<file path="config.mk">
export PLATFORM = sky130hd
export DESIGN_NAME = rr_slice_arbiter
export DESIGN_NICKNAME = d
export VERILOG_FILES = /design/src/rtl/rr_slice_arbiter.sv
export SDC_FILE = /design/constraint.sdc
export NUM_CORES = 1
export LEC_CHECK = 0
export ABC_AREA = 1
export CORE_ASPECT_RATIO = 1.1
export CORE_UTILIZATION = 25
export CTS_BUF_LIST = sky130_fd_sc_hd__clkbuf_16
export DETAILED_ROUTE_END_ITERATION = 8
export GPL_ROUTABILITY_DRIVEN = 0
export MAX_ROUTING_LAYER = met4
export PLACE_DENSITY = 0.46
export SYNTH_ARGS = -nofsm -noshare
export SYNTH_HDL_FRONTEND = slang
export SYNTH_SLANG_ARGS = --single-unit
export TNS_END_PERCENT = 10
</file>
<file path="constraint.sdc">
create_clock -name c -period 2.22 [get_ports c]
set_clock_uncertainty 0.1 [all_clocks]
set_input_delay 0.444 -clock c [delete_from_list [all_inputs] [get_ports c]]
set_output_delay 0.444 -clock c [all_outputs]
set_load 0.02 [all_outputs]
</file>
<file path="src/rtl/rr_slice_arbiter.sv">
// rr_slice_arbiter
//   Round-robin arbiter with time slicing. An owner keeps its grant for up
//   to SLICE cycles while it keeps requesting. When the slice runs out, or
//   the owner drops its request, the arbiter re-arbitrates starting one
//   index above the owner. Handover is direct from one owner to the next,
//   with no idle cycle in between.
//
//   Optional feature: define RR_ARB_LOCK_EN to add a 'lock' input. When
//   lock is high at slice expiry and the owner is still requesting, the
//   owner keeps the grant and slice_end stays high.
//
// Parameters
//   N      number of requesters (1..16)
//   SLICE  maximum grant length in cycles (1..255)
//   IDW    width of gnt_id
// Ports
//   c          clock, rising edge
//   r          synchronous active-high reset
//   lock       (RR_ARB_LOCK_EN only) hold the owner past slice expiry
//   req        request vector, one bit per requester
//   gnt        registered one-hot grant, or zero
//   gnt_vld    registered, high when any gnt bit is high
//   gnt_id     registered owner index, 0 when idle
//   slice_end  registered, high in the last cycle of a full slice
module rr_slice_arbiter #(
    parameter int N     = 4,
    parameter int SLICE = 4,
    parameter int IDW   = (N > 1) ? $clog2(N) : 1
) (
    input  logic           c,
    input  logic           r,
`ifdef RR_ARB_LOCK_EN
    input  logic           lock,
`endif
    input  logic [N-1:0]   req,
    output logic [N-1:0]   gnt,
    output logic           gnt_vld,
    output logic [IDW-1:0] gnt_id,
    output logic           slice_end
);
    localparam int            CW   = $clog2(SLICE + 1);
    localparam logic [CW-1:0] CMAX = CW'(SLICE - 1);

    typedef enum logic {IDLE, GRANT} state_t;

    state_t         r_state, w_state;
    logic [IDW-1:0] r_owner, w_owner;
    logic [IDW-1:0] r_ptr,   w_ptr;
    logic [CW-1:0]  r_cnt,   w_cnt;
    logic [N-1:0]   r_gnt,   w_gnt;
    logic           r_vld,   w_vld;
    logic           r_se,    w_se;

    logic [N-1:0]   w_own_oh;
    logic           w_own_req;
    logic [IDW:0]   w_pick_all;   // {found, index}
    logic [IDW:0]   w_pick_oth;   // same search with the current owner masked
    logic           w_lock;

`ifdef RR_ARB_LOCK_EN
    assign w_lock = lock;
`else
    assign w_lock = 1'b0;
`endif

    // First set bit of v at or above p, wrapping modulo N. The loop runs
    // from the far end down so the nearest hit is the last one written.
    function automatic logic [IDW:0] f_pick(input logic [N-1:0] v,
                                            input logic [IDW-1:0] p);
        logic [IDW:0] res;
        int           idx;
        res = '0;
        for (int k = N - 1; k >= 0; k--) begin
            idx = (int'(p) + k) % N;
            if (v[idx]) res = {1'b1, IDW'(idx)};
        end
        return res;
    endfunction

    function automatic logic [IDW-1:0] f_inc(input logic [IDW-1:0] x);
        return IDW'((int'(x) + 1) % N);
    endfunction

    assign w_own_oh   = N'(1) << r_owner;
    assign w_own_req  = |(req & w_own_oh);
    assign w_pick_all = f_pick(req, r_ptr);
    assign w_pick_oth = f_pick(req & ~w_own_oh, r_ptr);

    always_comb begin
        w_state = r_state;
        w_owner = r_owner;
        w_ptr   = r_ptr;
        w_cnt   = r_cnt;
        case (r_state)
            IDLE: begin
                if (w_pick_all[IDW]) begin
                    w_state = GRANT;
                    w_owner = w_pick_all[IDW-1:0];
                    w_ptr   = f_inc(w_pick_all[IDW-1:0]);
                    w_cnt   = '0;
                end
            end
            GRANT: begin
                if (w_own_req) begin
                    if (r_cnt != CMAX) begin
                        w_cnt = r_cnt + CW'(1);
                    end else if (w_lock) begin
                        w_cnt = r_cnt;          // expiry suppressed
                    end else if (w_pick_oth[IDW]) begin
                        w_owner = w_pick_oth[IDW-1:0];
                        w_ptr   = f_inc(w_pick_oth[IDW-1:0]);
                        w_cnt   = '0;
                    end else begin
                        // sole requester: fresh slice, ptr already owner+1
                        w_cnt = '0;
                    end
                end else if (w_pick_all[IDW]) begin
                    w_owner = w_pick_all[IDW-1:0];
                    w_ptr   = f_inc(w_pick_all[IDW-1:0]);
                    w_cnt   = '0;
                end else begin
                    w_state = IDLE;
                    w_owner = '0;
                    w_cnt   = '0;
                end
            end
            default: begin
                w_state = IDLE;
                w_owner = '0;
                w_cnt   = '0;
            end
        endcase
        w_vld = (w_state == GRANT);
        w_gnt = w_vld ? (N'(1) << w_owner) : '0;
        w_se  = w_vld && (w_cnt == CMAX);
    end

    always_ff @(posedge c) begin
        if (r) begin
            r_state <= IDLE;
            r_owner <= '0;
            r_ptr   <= '0;
            r_cnt   <= '0;
            r_gnt   <= '0;
            r_vld   <= 1'b0;
            r_se    <= 1'b0;
        end else begin
            r_state <= w_state;
            r_owner <= w_owner;
            r_ptr   <= w_ptr;
            r_cnt   <= w_cnt;
            r_gnt   <= w_gnt;
            r_vld   <= w_vld;
            r_se    <= w_se;
        end
    end

    assign gnt       = r_gnt;
    assign gnt_vld   = r_vld;
    assign gnt_id    = r_owner;
    assign slice_end = r_se;
endmodule

</file>
Word level (Yosys, flattened, before mapping)
Index checks and enable logic that the tools add are counted.
W data, S select, Z words.

word-level totals
  bits in registers = 13
  input port bits = 6
  output and inout port bits = 8
  logic and storage cells = 85

operators by class
  add/sub/neg operators = 6
  order comparisons = 4
  equal/unequal tests = 4
  shift operators = 2
  muxes and demuxes = 48
  bitwise operators = 8
  reductions and logical operators = 7

operators by type and width
  kind                   count
  $mux W3                11
  $mux W2                9
  $bmux W1 S2            8
  $mux W1                16
  $lt A3 B4 Y1 const B   3
  $and A4 B4 Y4          2
  $pmux W2 S2            2
  $reduce_or A2 Y1       4
  $shl A1 B2 Y4 const A  2
  $add A2 B1 Y2 const B  3
  $ne A3 B2 Y1 const B   2
  $pmux W3 S2            1
  $add A2 B2 Y2 const B  2
  $not A4 Y4             1
  $reduce_or A4 Y1       1
  $add A3 B1 Y3 const B  1
  $and A1 B1 Y1 const A  3
  $eq A3 B2 Y1 const B   1
  $lt A2 B3 Y1 const B   1
  $ne A3 B3 Y1 const B   1
  $not A1 Y1             2
  $pmux W1 S2            1
  $reduce_and A2 Y1      1
  $logic_and A1 B1 Y1    1

Depth between registers and ports, before layout
  depth after elaboration = 15
  depth in mapped cells = 16
  gate-level depth less buffers = 16

Worst setup path before layout
OpenSTA, ideal clock, no wires.

  path type = reg-to-reg
  start point = register r_owner[0], in the netlist gnt_id[0]
  end point = register r_owner[0], in the netlist gnt_id[0]
  library setup time = 135 ps
  data arrival time = 1492 ps
  data required time = 1985 ps
  slack = 493 ps
  cell stages (with the launch flop) = 16
  buffers on the path = 0
  clock period less this slack = 1727 ps
  cells stage by stage = dfxtp_1 inv_2 nand2_1 nand3_2 nand2_2 nand2_2 nand2_1 inv_1 nand2_2 nand2_2 nand2_2 nand3_2 nand2_2 nand2_2 nand2_2 a21oi_1

between the ends
  cells in the longest elaborated chain, start to end = 14

ends and longest elaborated chain
  element                                     RTL line  RTL
  start: declaration                          47        logic [IDW-1:0] r_owner, w_owner;
  start signal: assignment                    149       r_owner <= w_owner;
  $shl A1 B2 Y4                               84        assign w_own_oh = N'(1) << r_owner;
  $not A4 Y4                                  87        assign w_pick_oth = f_pick(req & ~w_own_oh, r_ptr);
  $and A4 B4 Y4                               87
  $bmux W1 S2                                 75        if (v[idx]) res = {1'b1, IDW'(idx)};
  $mux W1 (implied by the code) (2 in a row)  75
  $mux W3 (4 in a row)                        75
  $mux W2                                     109       end else if (w_pick_oth[IDW]) begin
  $mux W2                                     105       if (r_cnt != CMAX) begin
  $mux W2                                     104       if (w_own_req) begin
  $pmux W2 S2 *                               94        case (r_state)

Mark *: on every way between the ends. The rest lies on a longest branch, timed or not. The select of a mux whose other input is x is not followed.
A chain may end at the register's enable or synchronous reset.

Worst setup path after layout
  start point = input port req[1]
  end point = register r_gnt[2], in the netlist gnt[2]

between the ends
  cells in the longest elaborated chain, start to end = 13

ends and longest elaborated chain
  element                                     RTL line  RTL
  start: declaration                          35        input logic [N-1:0] req,
  $and A4 B4 Y4                               87
  $bmux W1 S2                                 75
  $mux W1 (implied by the code) (2 in a row)  75
  $mux W3 (4 in a row)                        75
  $mux W2                                     109
  $mux W2                                     105
  $mux W2                                     104
  $pmux W2 S2                                 94
  $shl A1 B2 Y4                               134       w_gnt = w_vld ? (N'(1) << w_owner) : '0;
  end signal: assignment                      152       r_gnt <= w_gnt;
  end: declaration                            50        logic [N-1:0] r_gnt, w_gnt;

Several ways; a longest one is shown, not always the timed one. The select of a mux whose other input is x is not followed.

==> impl_metrics.yaml <==
power:
  p_sw_uw: 1090
  clockPowerShare: 0.150
  internal-power_uw: 1110
  cellPowerDensity_mw_per_mm2: 1480
  power.leakage_uw: 0.000716
  pwr-share-comb: 0.684
  seqPwrFrac: 0.166
  switching_share: 0.496
  ir_worst_vdd_v: 0.000636
timing:
  rsz0062_at_grt: "false"
  layout_worst_path_cycle_share: 0.930
  layout_min_cycle_time_ps: 2060
  relSlewSlack: 0.793
  worst_pin_slew_ps: 310
  clock.fmax_ghz: 0.484
  drv_slew: 0
  hold_violations: 0
  setup_viol: 0
synthesis:
  yosysTopAreaCellShare: 0.226
  synth_ff_type: "dfxtp_1"
  async_reset_ff_frac: 0
  syn_avg_cell_area_sq_um: 6.37
  ys_types: 27
  synth_cells: 181
  synth_most_common_cell: "nand2_1"
  yosys-top-cells-count: "nand2_1 (51), nand2_2 (19), inv_1 (17), nor2_1 (17), nand3_1 (14)"
  yosys.area.top_type: "dfxtp_1"
  ys_seq_area_frac: 0.226
  synth_edf_count: 0
  yosys_warnings: 0
  synth_area_leaders: "dfxtp_1 (23%), nand2_1 (17%), nand2_2 (10%)"
  syn_nets: 188
  synth_seq_cells: 13
  syn_area_sq_mm: 0.00115
floorplan:
  die_x_um: 66.7
  die_height_um: 73.2
  coreArea_sq_mm: 0.00435
  start_util: 0.265
  io_pins: 14
  num_rows: 25
  die_area_sq_mm: 0.00489
setup_path:
  start_kind: "primary input"
  timing.rr.start: "r_ptr[0]$_SDFFE_PP0P_"
  crit_top_cell: "nand2_2"
  required_ps: 2290
  cp_max_fo: 5
  worst_path_max_delay_cell: "clkdlybuf4s50_1"
  cp_cell_sequence: "clkdlybuf4s50_1, inv_2, nor2_2, nand2_1, nand2_1, nand2_1, nand2_1, inv_1, nand2_2, nand2_2, nand2_2, nand3_2, nand2_2, nand2_2, nand2_2, nand2_2, nor2_1"
  arrival_ps: 2140
  critPathKind: "primary input to register"
  crit_path_max_incr_delay_ps: 510
  worstSetupEndpointType: "register"
  crit_start: "req[1]"
place:
  port_buffers: 13
  dpl-instance-area_sq_mm: 0.00141
  place_inst: 257
  hpwl_mm: 2.20
layout:
  antennaDiodeCount: 0
  nNetsFinal: 215
  postLayoutCellArea_sq_mm: 0.00149
  finalNonFillerCells: 261
  layout-area-overhead-vs-synth_pct: 29.2
  nFillCells: 491
  drive_above_1_share: 0.324
hold_path:
  hold_start: "r_ptr[0]$_SDFFE_PP0P_"
  min_path_type: "register to register"
clock_network:
  cts_sinks: 13
  clk_pin_slew_ps: 40
  htree_levels: 1
  cts_buffer_depth: 2
  cts_hold_buf: 0
  post_cts_buffers: 0
  cts_root_buf: "clkbuf_16"
  clk_latency_ps: 240
  cts_resized: 0
  cts_tree: "yes"
  cts_buffers: 3
status:
  status: "finished clean"
grt:
  grt_max_degree: 16
  antenna_found_initial: 0
  grt_overflow: 0
  track_usage: 0.125
  grt_pass1_vias: 1079
  grt_pass1_wl_mm: 4.51
route:
  drc: 0
  drtAntennaViolNets: 0
  firstDrtPassIters: 4
  viasPerCell: 4.43
  first_iter_violations: 56
  wire_per_inst_um: 10.3
  vias: 1156
  wirelength_mm: 2.69
flow_run:
  drv_cap: 0
final cells by class:
type,instances,area [sq um],share of cell area
multi-input cells,139,758,0.509
clock buffers,3,75.1,0.0504
repair buffers,26,228,0.153
flip-flops and latches,13,260,0.175
inverters,25,96.3,0.0647
well taps,54,67.6,0.0454
clock inverters,1,3.75,0.00252
per-layer routing:
metal / up-vias / global-route usage / share of wire
li1: 616 / - / -
met5: - / - / 0
met4: 0 / 0.0520 / 0.023
met2: 18 / 0.208 / 0.47
met3: 7 / 0.0188 / 0.025
met1: 515 / 0.148 / 0.49
placed cells by master (no fill, tap or decap), types with 2 or more instances in the layout:
| cell | n |
|---|---|
| o21ai_0 | 4 |
| inv_2 | 8 |
| nor2_2 | 3 |
| inv_1 | 17 |
| clkbuf_16 | 3 |
| a21oi_1 | 6 |
| dfxtp_1 | 13 |
| nor2_1 | 16 |
| nand2_4 | 2 |
| o21ai_1 | 2 |
| o22ai_1 | 2 |
| a21oi_2 | 3 |
| nand3_2 | 7 |
| buf_4 | 13 |
| nand2_1 | 50 |
| o21ai_2 | 2 |
| nand2_2 | 20 |
| nor2_4 | 3 |
| nand3_1 | 14 |
| clkdlybuf4s50_1 | 13 |
worst max-delay path: cells and delay by family:
family                 cells  cell delay (ps)
buffers and inverters      3              620
AND/OR/NAND/NOR           14             1090
state kept, by name, summed over array words and instances (netlist names):
name       cells
slice_end      1
r_ptr          2
r_cnt          3
gnt            4
gnt_vld        1
gnt_id         2
path summary, 6_finish.rpt:
kind / to / slack, ps / depth (start not counted)
worst max-delay path: gnt[2]$_SDFF_PP0_ / 160 / 17
worst min register to register: r_ptr[0]$_SDFFE_PP0P_ / 380 / 2
worst max register to register: gnt[2]$_SDFF_PP0_ / 300 / 16
worst min-delay path: r_ptr[0]$_SDFFE_PP0P_ / 380 / 2
logic make-up after synthesis:
kind of cell | Yosys count | synth area share
buf+inv | 29 | 0.121
compound gates | 20 | 0.107
xor+xnor | 1 | 0.0141
flops | 13 | 0.226
fa+ha+maj | 1 | 0.0109
simple gates | 117 | 0.521
through the flow:
step | hold WS (ps) | power, uW | TNS (ps) | setup WS [ps] | util
5_1_grt | 424 | 2420 | 0 | 0.655 | 0.342
3_5_place_dp | 370 | 1870 | -638 | -123 | 0.323
6_report | 376 | 2200 | 0 | 155 | 0.342
2_1_floorplan | 361 | 1540 | 0 | 493 | -
4_1_cts | 376 | 2210 | 0 | 103 | 0.341
3_3_place_gp | 364 | 1890 | -941 | -166 | 0.323
power groups by stage:
stage                     sequential [uW]  clock, uW  combinational (uW)
after floorplan                       409          0                1130
after global placement                375          0                1510
after detailed placement              372          0                1500
after CTS                             369        338                1510
after global routing                  377        353                1690
final                                 366        330                1510
Note: power is estimated with default switching activity, not from simulation.
